<file path="config.mk">
export PLATFORM = sky130hd
export DESIGN_NAME = rmii_rx_slot_ctrl_flat
export DESIGN_NICKNAME = d
export VERILOG_FILES = /design/src/rtl/rmii_rx_slot_ctrl_if.sv /design/src/rtl/rmii_rx_slot_ctrl.sv /design/src/flat_wrapper.sv
export SDC_FILE = /design/constraint.sdc
export NUM_CORES = 1
export LEC_CHECK = 0
export CAP_MARGIN = 20
export CORE_MARGIN = 2
export CORE_UTILIZATION = 45
export DETAILED_ROUTE_END_ITERATION = 8
export GPL_TIMING_DRIVEN = 1
export PLACE_DENSITY = 0.77
export SYNTH_ARGS = -nofsm -noshare
export SYNTH_HDL_FRONTEND = slang
export SYNTH_SLANG_ARGS = --single-unit
</file>
<file path="constraint.sdc">
create_clock -name clk -period 3.5 [get_ports clk]
set_clock_uncertainty 0.1 [all_clocks]
set_input_delay 0.875 -clock clk [delete_from_list [all_inputs] [get_ports clk]]
set_output_delay 0.875 -clock clk [all_outputs]
set_load 0.03 [all_outputs]
</file>
<file path="src/rtl/rmii_rx_slot_ctrl_if.sv">
// Receive-slot controller bus bundle.
// Groups the receive-writer side (rx_*), the memory write gate (mem_we),
// the descriptor consumer handshake (desc_*) and the statistics counters.
//   master : receive writer + descriptor consumer + stats reader (drives rx_*, desc_ack)
//   slave  : rmii_rx_slot_ctrl (drives offset, mem_we, desc_*, counters)
interface rmii_rx_slot_ctrl_if #(
    parameter int unsigned L = 13
);
    logic [L-1:0]  rx_addr;
    logic          rx_we;
    logic          rx_rdy;
    logic [L-1:0]  rx_count;
    logic [L-1:0]  offset;
    logic          mem_we;
    logic          desc_valid;
    logic [L-1:0]  desc_base;
    logic [L-1:0]  desc_len;
    logic          desc_ack;
    logic [15:0]   pkt_cnt;
    logic [15:0]   drop_cnt;

    modport master (
        output rx_addr, rx_we, rx_rdy, rx_count, desc_ack,
        input  offset, mem_we, desc_valid, desc_base, desc_len, pkt_cnt, drop_cnt
    );

    modport slave (
        input  rx_addr, rx_we, rx_rdy, rx_count, desc_ack,
        output offset, mem_we, desc_valid, desc_base, desc_len, pkt_cnt, drop_cnt
    );
endinterface

</file>
<file path="src/rtl/rmii_rx_slot_ctrl.sv">
// Receive-buffer slot manager for the RMII receive path.
// Packet memory is a ring of 2^NB slots of 2^S bytes. The writer is steered to
// the current write slot via offset; mem_we gates its writes so they never leave
// that slot. Finished packets are validated (oversize / runt / ring full) and
// good ones are queued as (base, length) descriptors for a consumer.
// Ports:
//   clk, rst        : clock, asynchronous active-high reset
//   bus (slave)     : rx_addr/rx_we/rx_rdy/rx_count in, offset/mem_we out,
//                     desc_valid/desc_base/desc_len out, desc_ack in,
//                     pkt_cnt/drop_cnt saturating statistics out
module rmii_rx_slot_ctrl #(
    parameter int unsigned S       = 11,
    parameter int unsigned NB      = 2,
    parameter int unsigned MIN_LEN = 64
) (
    input  logic                clk,
    input  logic                rst,
    rmii_rx_slot_ctrl_if.slave  bus
);
    localparam int unsigned L          = S + NB;
    localparam int unsigned NSLOT      = 1 << NB;
    localparam logic [NB-1:0] USED_MAX = '1;
    localparam logic [L-1:0] SLOT_BYTES = L'(2 ** S);
    localparam logic [L-1:0] MIN_BYTES  = L'(MIN_LEN);
    localparam logic [15:0]  CNT_MAX    = 16'hFFFF;

    logic [NB-1:0] wr_slot, wr_slot_n;
    logic [NB-1:0] rd_slot, rd_slot_n;
    logic [NB-1:0] used, used_n;
    logic          oflow, oflow_n;
    logic [L-1:0]  len_q [NSLOT];
    logic [L-1:0]  len_n [NSLOT];
    logic [15:0]   pkt_cnt_q, pkt_cnt_n;
    logic [15:0]   drop_cnt_q, drop_cnt_n;

    logic in_slot, ack, oversize, runt, full, commit, drop;

    // Only the slot-index bits of the write address matter here.
    logic unused_rx_addr;
    assign unused_rx_addr = ^bus.rx_addr[S-1:0];

    // Packet-end evaluation, ring pointer and statistics next state.
    always_comb begin
        wr_slot_n  = wr_slot;
        rd_slot_n  = rd_slot;
        used_n     = used;
        oflow_n    = oflow;
        len_n      = len_q;
        pkt_cnt_n  = pkt_cnt_q;
        drop_cnt_n = drop_cnt_q;

        in_slot  = (bus.rx_addr[L-1:S] == wr_slot);
        ack      = bus.desc_ack && (used != '0);
        oversize = oflow || (bus.rx_count > SLOT_BYTES);
        runt     = (bus.rx_count < MIN_BYTES);
        // A same-cycle pop frees the slot a full ring needs.
        full     = (used == USED_MAX) && !ack;
        commit   = bus.rx_rdy && !oversize && !runt && !full;
        drop     = bus.rx_rdy && !commit;

        // Sticky until end of packet; catches wrap past the last slot too.
        if (bus.rx_rdy) begin
            oflow_n = 1'b0;
        end else if (bus.rx_we && !in_slot) begin
            oflow_n = 1'b1;
        end

        if (commit) begin
            len_n[wr_slot] = bus.rx_count;
            wr_slot_n      = wr_slot + NB'(1);
            if (pkt_cnt_q != CNT_MAX) begin
                pkt_cnt_n = pkt_cnt_q + 16'd1;
            end
        end

        if (drop && (drop_cnt_q != CNT_MAX)) begin
            drop_cnt_n = drop_cnt_q + 16'd1;
        end

        if (ack) begin
            rd_slot_n = rd_slot + NB'(1);
        end

        used_n = used + NB'(commit) - NB'(ack);
    end

    // State registers.
    always_ff @(posedge clk or posedge rst) begin
        if (rst) begin
            wr_slot    <= '0;
            rd_slot    <= '0;
            used       <= '0;
            oflow      <= 1'b0;
            pkt_cnt_q  <= '0;
            drop_cnt_q <= '0;
            for (int i = 0; i < int'(NSLOT); i++) begin
                len_q[i] <= '0;
            end
        end else begin
            wr_slot    <= wr_slot_n;
            rd_slot    <= rd_slot_n;
            used       <= used_n;
            oflow      <= oflow_n;
            pkt_cnt_q  <= pkt_cnt_n;
            drop_cnt_q <= drop_cnt_n;
            len_q      <= len_n;
        end
    end

    // Outputs: mem_we is the only combinational one; the rest come straight from registers.
    assign bus.mem_we     = bus.rx_we && !oflow && in_slot;
    assign bus.offset     = {wr_slot, {S{1'b0}}};
    assign bus.desc_valid = (used != '0);
    assign bus.desc_base  = {rd_slot, {S{1'b0}}};
    assign bus.desc_len   = len_q[rd_slot];
    assign bus.pkt_cnt    = pkt_cnt_q;
    assign bus.drop_cnt   = drop_cnt_q;
endmodule

</file>
<file path="src/flat_wrapper.sv">
// flat-port wrapper written by rule: the top's interface ports become plain ports
module rmii_rx_slot_ctrl_flat 
#(
    parameter int unsigned S       = 11,
    parameter int unsigned NB      = 2,
    parameter int unsigned MIN_LEN = 64
)
  (clk, rst, bus_rx_addr, bus_rx_we, bus_rx_rdy, bus_rx_count, bus_desc_ack, bus_offset, bus_mem_we, bus_desc_valid, bus_desc_base, bus_desc_len, bus_pkt_cnt, bus_drop_cnt);
  rmii_rx_slot_ctrl_if #(.L((S + NB))) bus_i ();
  input  logic clk;
  input  logic rst;
  input wire logic [$bits(bus_i.rx_addr)-1:0] bus_rx_addr;
  input wire logic [$bits(bus_i.rx_we)-1:0] bus_rx_we;
  input wire logic [$bits(bus_i.rx_rdy)-1:0] bus_rx_rdy;
  input wire logic [$bits(bus_i.rx_count)-1:0] bus_rx_count;
  input wire logic [$bits(bus_i.desc_ack)-1:0] bus_desc_ack;
  output wire logic [$bits(bus_i.offset)-1:0] bus_offset;
  output wire logic [$bits(bus_i.mem_we)-1:0] bus_mem_we;
  output wire logic [$bits(bus_i.desc_valid)-1:0] bus_desc_valid;
  output wire logic [$bits(bus_i.desc_base)-1:0] bus_desc_base;
  output wire logic [$bits(bus_i.desc_len)-1:0] bus_desc_len;
  output wire logic [$bits(bus_i.pkt_cnt)-1:0] bus_pkt_cnt;
  output wire logic [$bits(bus_i.drop_cnt)-1:0] bus_drop_cnt;
  assign bus_i.rx_addr = bus_rx_addr;
  assign bus_i.rx_we = bus_rx_we;
  assign bus_i.rx_rdy = bus_rx_rdy;
  assign bus_i.rx_count = bus_rx_count;
  assign bus_i.desc_ack = bus_desc_ack;
  assign bus_offset = bus_i.offset;
  assign bus_mem_we = bus_i.mem_we;
  assign bus_desc_valid = bus_i.desc_valid;
  assign bus_desc_base = bus_i.desc_base;
  assign bus_desc_len = bus_i.desc_len;
  assign bus_pkt_cnt = bus_i.pkt_cnt;
  assign bus_drop_cnt = bus_i.drop_cnt;
  rmii_rx_slot_ctrl #(.S(S), .NB(NB), .MIN_LEN(MIN_LEN)) u_core (.clk(clk), .rst(rst), .bus(bus_i));
endmodule
</file>
==> impl_metrics.json, run 1 <==
{
  "cts.sinks": 91,
  "area_growth_pct": 24.6,
  "drc": 0,
  "async_reset_ff_frac": 1.00,
  "timing.hold.ws_ps": 399,
  "grt_pass1_wl_mm": 15.8,
  "clock-root-buffer": "clkbuf_8",
  "n_antenna_cell": 0,
  "report.final.slew_viol_count": 0,
  "fin_nets": 470,
  "groute.usage.overall": 0.179,
  "status": "completed",
  "drt_wl_total_mm": 9.22,
  "finalCritPeriodShare": 0.963,
  "yosys_warnings": 0,
  "maxCapViolations": 0,
  "layout-drive-gt1-share": 0.241,
  "io_buffer_count": 70,
  "finish.utilization": 0.579,
  "wl_met2_mm": 4.55,
  "tns_ps": 0,
  "synth_area_leaders": "dfrtp_1, mux2_4, mux4_2",
  "first_iter_violations": 75,
  "vias": 2940,
  "leakage_nw": 2.66,
  "overflow": 0,
  "worst-path-max-fanout": 20,
  "cts_made_buffers": 9,
  "cts_resized": 0,
  "rsz0062_at_grt": "no",
  "synth.area.mux_share": 0.216,
  "hold_class": "reg2reg",
  "final_cell_area_sq_mm": 0.00566,
  "initial_core_util": 0.465,
  "vdd_drop_max_mv": 0.423,
  "power_density_mw_per_mm2": 807,
  "htree_levels": 3,
  "die_height_um": 104,
  "synth_top_family_by_area": "multiplexers",
  "grt_pass1_vias": 3122,
  "min_period_ps": 3370,
  "ys_ff_latch": 91,
  "synth_top_flop_cell": "dfrtp_1",
  "antenna_found_initial": 0,
  "worstSkewPairLatency_ps": 350,
  "cp.arrival_ps": 3510,
  "synthesis.area_sq_mm": 0.00454,
  "final-hold-violation-count": 0,
  "synth_simple_gate_area_frac": 0.122,
  "hold_start": "u_core.len_q[51]$_DFFE_PP0P_",
  "wl_met3_um": 436,
  "drt-met1-wl_mm": 4.17,
  "nFillCells": 797,
  "critPathLaunch": "bus_rx_count[7]",
  "synth_compound_area_frac": 0.00909,
  "critPathLaunchType": "input port",
  "endpoint_kind": "flip-flop",
  "max_freq_ghz": 0.297,
  "synth_common_cells": "dfrtp_1, mux2_4, mux2_2",
  "dp_hpwl_mm": 6.45,
  "num_rows": 36,
  "avgSynthCellArea_sq_um": 13.1,
  "wl_per_cell_um": 16.2,
  "synth_xor_area_frac": 0.0675,
  "first_pass_iters": 4,
  "tightest_slew_ps": 641,
  "post_cts_buffers": 0,
  "tritoncts": "done",
  "synth_edf_count": 0,
  "cts_hold_buf": 0,
  "worstPathRequired_ps": 3640,
  "grt_start_max_net_pins": 57,
  "synthCells": 348,
  "synth_fa_ha_area_frac": 0.0220,
  "viasPerCell": 5.18,
  "ys_types": 34,
  "die_w_um": 104,
  "synth_area_leader_cell": "dfrtp_1",
  "cts_buffer_depth": 2,
  "stdcell_count": 568,
  "ant_nets": 0,
  "die_area_sq_mm": 0.0109,
  "finalSetupViolCount": 0,
  "worstSetupPathType": "in2reg",
  "yosysSeqAreaShare": 0.501,
  "core_area_sq_mm": 0.00977,
  "rr_startpoint": "u_core.bus.pkt_cnt[0]$_DFFE_PP0P_",
  "synth.most_common_cell": "dfrtp_1",
  "ios": 104,
  "clk_pin_slew_ps": 90,
  "gp_congestion": 0.795,
  "placed_cells": 553,
  "netlist.area_leader.share": 0.501,
  "slew_headroom": 0.573,
  "place_area_sq_mm": 0.00542,
  "dr.max_layer_used": "met4"
}
[path summary, 6_finish.rpt]
| check | cells past startpoint | end | slack, ps |
|---|---|---|---|
| min in group asynchronous | 2 | u_core.bus.pkt_cnt[13]$_DFFE_PP0P_ | 820 |
| max in group asynchronous | 3 | u_core.len_q[16]$_DFFE_PP0P_ | 1790 |
| hold reg to reg | 1 | u_core.len_q[51]$_DFFE_PP0P_ | 400 |
| setup / recovery | 7 | u_core.len_q[18]$_DFFE_PP0P_ | 130 |
| hold / removal | 1 | u_core.len_q[51]$_DFFE_PP0P_ | 400 |
| setup reg to reg | 6 | u_core.bus.pkt_cnt[1]$_DFFE_PP0P_ | 1190 |
[critical path: stages]
cell,delay [ps]
clkdlybuf4s50_1,480
or4_1,590
or4_1,600
a21oi_4,250
buf_12,190
nand2_4,180
mux2_4,340
[flip-flops by register name, indices dropped and copies added, names as in the netlist]
| register | flops |
|---|---|
| u_core.len_q | 52 |
| u_core.bus.drop_cnt | 16 |
| u_core.bus.pkt_cnt | 16 |
| u_core.rd_slot | 2 |
| u_core.used | 2 |
| u_core.wr_slot | 2 |
| u_core.oflow | 1 |
[cells in the final DEF, fill, tap and decap left out, types with 2 or more instances in the layout]
| master | n |
|---|---|
| nor3_1 | 10 |
| clkdlybuf4s50_1 | 69 |
| and3_1 | 12 |
| inv_1 | 4 |
| bufinv_16 | 3 |
| xor2_1 | 15 |
| nor3b_1 | 2 |
| or2_2 | 2 |
| nand2_1 | 17 |
| nand3_1 | 16 |
| nor2_1 | 9 |
| o211ai_1 | 2 |
| dfrtp_1 | 91 |
| buf_4 | 15 |
| nand4_1 | 15 |
| and2_1 | 7 |
| mux4_2 | 13 |
| mux2_2 | 25 |
| conb_1 | 22 |
| ha_1 | 8 |
| nand2_4 | 3 |
| buf_12 | 4 |
| mux2_4 | 27 |
| or4_1 | 3 |
| clkbuf_8 | 10 |
| xnor2_1 | 20 |
[routing by layer]
| metal | global-route usage | vias up |
|---|---|---|
| li1 | - | 1347 |
| met1 | 0.233 | 1502 |
| met2 | 0.303 | 82 |
| met3 | 0.0439 | 9 |
| met4 | 0.0405 | 0 |
| met5 | 0 | - |
[cell type report]
class,count,area [sq um],area share
clock inverter,4,98.8,0.0175
timing repair buffer,88,883,0.156
inverter,5,20.0,0.00354
tap,133,166,0.0294
sequential,91,2280,0.402
clock buffer,11,141,0.0250
multi-input combinational,236,2070,0.366
[power by group]
part / switching [mW] / leakage [nW] / internal, mW / total (mW)
clock: 0.361 / 0.120 / 0.492 / 0.853
sequential: 0.281 / 1.17 / 1.42 / 1.70
combinational: 0.948 / 1.37 / 1.07 / 2.01
total: 1.59 / 2.66 / 2.98 / 4.57
[cells by family (layout without fill, tap and decap cells)]
group                      Yosys count  in the layout
and+or+nand+nor                    100            100
DFF                                 91             91
muxes                               65             65
buffers and inverters               42            108
xor gates and xnor gates            35             35
adders and majority gates            8              8
AOI/OAI and AO/OA                    6              6
other                                1             22
[per-stage QoR]
| stage | power [mW] | worst slack (ps) |
|---|---|---|
| 6_report | 4.57 | 128 |
| 5_1_grt | 4.82 | 58.9 |
| 4_1_cts | 4.63 | 121 |
| 3_5_place_dp | 3.76 | -251 |
| 3_3_place_gp | 3.67 | -252 |
| 2_1_floorplan | 3.05 | 161 |
Note: power is estimated with default switching activity, not from simulation.
==> run 2: changes to the inputs <==
ABC_AREA = 1   (was default)
CORE_UTILIZATION = 27   (was 45)
GPL_TIMING_DRIVEN = default   (was 1)
PLACE_DENSITY = 0.5   (was 0.77)
==> run 2 against run 1 <==
Net effect: count of clock-buffer cells in the layout is the same; sequential power shrank 2%; worst hold slack lost 36 ps; critical path type is now in2out.
==> impl_metrics.json, run 2 <==
{
  "p_int_mw": 2.74,
  "core_area_sq_mm": 0.0180,
  "ys_types": 30,
  "hold_class": "reg2reg",
  "post_cts_buffers": 0,
  "status": "completed",
  "viasPerCell": 4.34,
  "synth_top_family_by_area": "simple AND/OR/NAND/NOR gates",
  "critPathLaunch": "bus_rx_addr[12]",
  "yosys_warnings": 0,
  "netlist.area_leader.share": 0.459,
  "final_cell_area_sq_mm": 0.00611,
  "io_buffer_count": 70,
  "slew_headroom": 0.621,
  "die_area_sq_mm": 0.0195,
  "place_area_sq_mm": 0.00584,
  "synth_edf_count": 0,
  "drc": 0,
  "layout-drive-gt1-share": 0.0580,
  "max_freq_ghz": 0.305,
  "nFillCells": 1950,
  "synth_common_cells": "nand2_1, dfrtp_1, nor2_1",
  "maxCapViolations": 0,
  "tightest_slew_ps": 567,
  "antenna_found_initial": 0,
  "first_pass_iters": 5,
  "clk_pin_slew_ps": 60,
  "cts_buffer_depth": 2,
  "avgSynthCellArea_sq_um": 7.58,
  "finalCritPeriodShare": 0.937,
  "worst-path-max-fanout": 2,
  "fin_nets": 760,
  "synth_fa_ha_area_frac": 0.0202,
  "initial_core_util": 0.276,
  "power_density_mw_per_mm2": 765,
  "ios": 104,
  "final-hold-violation-count": 0,
  "first_iter_violations": 227,
  "die_w_um": 140,
  "htree_levels": 3,
  "gp_congestion": 0.828,
  "synth_area_leader_cell": "dfrtp_1",
  "largest_reg_flops": 52,
  "worstPathRequired_ps": 2520,
  "switching_share": 0.415,
  "switching_power_mw": 1.94,
  "synthesis.area_sq_mm": 0.00496,
  "synth_top_flop_cell": "dfrtp_1",
  "clock_power_share": 0.199,
  "overflow": 0,
  "power.total_mw": 4.68,
  "ant_nets": 0,
  "cts_hold_buf": 0,
  "synth_compound_area_frac": 0.0507,
  "groute.usage.overall": 0.140,
  "synth.area.mux_share": 0,
  "grt_start_max_net_pins": 55,
  "async_reset_ff_frac": 1.00,
  "vias": 4137,
  "drt_wl_total_mm": 13.0,
  "cp.arrival_ps": 2300,
  "clock-root-buffer": "clkbuf_16",
  "finalSetupViolCount": 0,
  "num_rows": 49,
  "final_cell_mix": "nand2_1, dfrtp_1, clkdlybuf4s50_1, nor2_1, inv_1",
  "cts_made_buffers": 9,
  "cts.sinks": 91,
  "ys_ff_latch": 91,
  "die_height_um": 140,
  "top_register": "u_core.len_q",
  "layout_commonest_cell": "nand2_1",
  "wl_per_cell_um": 13.7,
  "yosysSeqAreaShare": 0.459,
  "grt_pass1_wl_mm": 21.4,
  "cts_resized": 0,
  "worstSkewPairLatency_ps": 350,
  "timing.hold.ws_ps": 363,
  "area_growth_pct": 23.3,
  "tns_ps": 0,
  "report.final.slew_viol_count": 0,
  "synth_simple_gate_area_frac": 0.336,
  "seqPwrFrac": 0.355,
  "combinationalPowerShare": 0.446,
  "endpoint_kind": "output port",
  "rr_startpoint": "u_core.bus.pkt_cnt[0]$_DFFE_PP0P_",
  "dp_hpwl_mm": 8.46,
  "min_period_ps": 3280,
  "critPathLaunchType": "input port",
  "hold_start": "u_core.len_q[38]$_DFFE_PP0P_",
  "synth_xor_area_frac": 0.0424,
  "n_antenna_cell": 0,
  "grt_pass1_vias": 3927,
  "vdd_drop_max_mv": 0.610,
  "rsz0062_at_grt": "no",
  "synth.most_common_cell": "nand2_1",
  "worstSetupPathType": "in2out",
  "tritoncts": "done",
  "synth_area_leaders": "dfrtp_1, nand2_1, nor2_1",
  "leakage_nw": 3.00,
  "synthCells": 654
}
[run 2: changes by cell type after synthesis, sizes merged, moves of 4 or more]
cell / before / now
mux4: 13 / 0
xnor2: 20 / 11
o22ai: 0 / 13
and3: 12 / 0
mux2: 52 / 0
nor2: 9 / 69
o21ai: 1 / 33
nor3: 10 / 5
buf: 32 / 38
inv: 5 / 42
and2: 7 / 0
nand4: 15 / 24
nand3b: 0 / 4
nand2: 20 / 276
[run 2: cell families after synthesis]
kind of cell	after synthesis
and+or+nand+nor	396
buffers and inverters	87
adders and majority gates	8
DFF	91
xor gates and xnor gates	24
other	1
AOI/OAI and AO/OA	47
[run 2: metal layers]
metal | up-vias | track usage | part of all wire
met5 | - | 0 | 0
met4 | 0 | 0.0399 | 0.0044
met3 | 4 | 0.0306 | 0.041
met2 | 79 | 0.226 | 0.48
met1 | 1914 | 0.189 | 0.47
li1 | 2140 | - | -
[run 2: path summary, 6_finish.rpt]
check	end	slack (ps)	cells past startpoint
setup / recovery	bus_mem_we	220	5
hold / removal	u_core.len_q[38]$_DFFE_PP0P_	360	2
setup reg to reg	u_core.bus.pkt_cnt[8]$_DFFE_PP0P_	1550	9
hold reg to reg	u_core.len_q[38]$_DFFE_PP0P_	360	2
max in group asynchronous	u_core.len_q[6]$_DFFE_PP0P_	1800	3
min in group asynchronous	u_core.bus.pkt_cnt[4]$_DFFE_PP0P_	830	2
[run 2: area by class of cell]
type	instances	area, sq um	share of cell area
repair buffers	80	801	0.131
clock buffers	11	253	0.0413
multi-input cells	497	2310	0.378
well taps	229	287	0.0469
flip-flops and latches	91	2280	0.372
clock inverters	3	25.0	0.00409
inverters	42	160	0.0262
[run 2: power groups by stage]
stage | registers, mW | clock network (mW) | logic, mW
6_report | 1.66 | 0.931 | 2.09
2_1_floorplan | 1.80 | 0 | 1.20
3_5_place_dp | 1.68 | 0 | 2.12
4_1_cts | 1.67 | 0.970 | 2.12
3_3_place_gp | 1.68 | 0 | 2.10
5_1_grt | 1.72 | 1.01 | 2.31
[run 2: metrics by stage]
step | worst slack [ps] | cells | util
after floorplan | 161 | 675 | -
after global routing | 120 | 953 | 0.340
after CTS | 203 | 953 | 0.340
after detailed placement | 212 | 939 | 0.325
after global placement | 208 | 939 | 0.325
final | 222 | 953 | 0.340
[run 2: worst max-delay path, cell delays in order]
cell and delay (ps):
clkdlybuf4s50_1 480, xnor2_1 110, nand2_1 80, nor2_1 80, clkdlybuf4s50_1 670
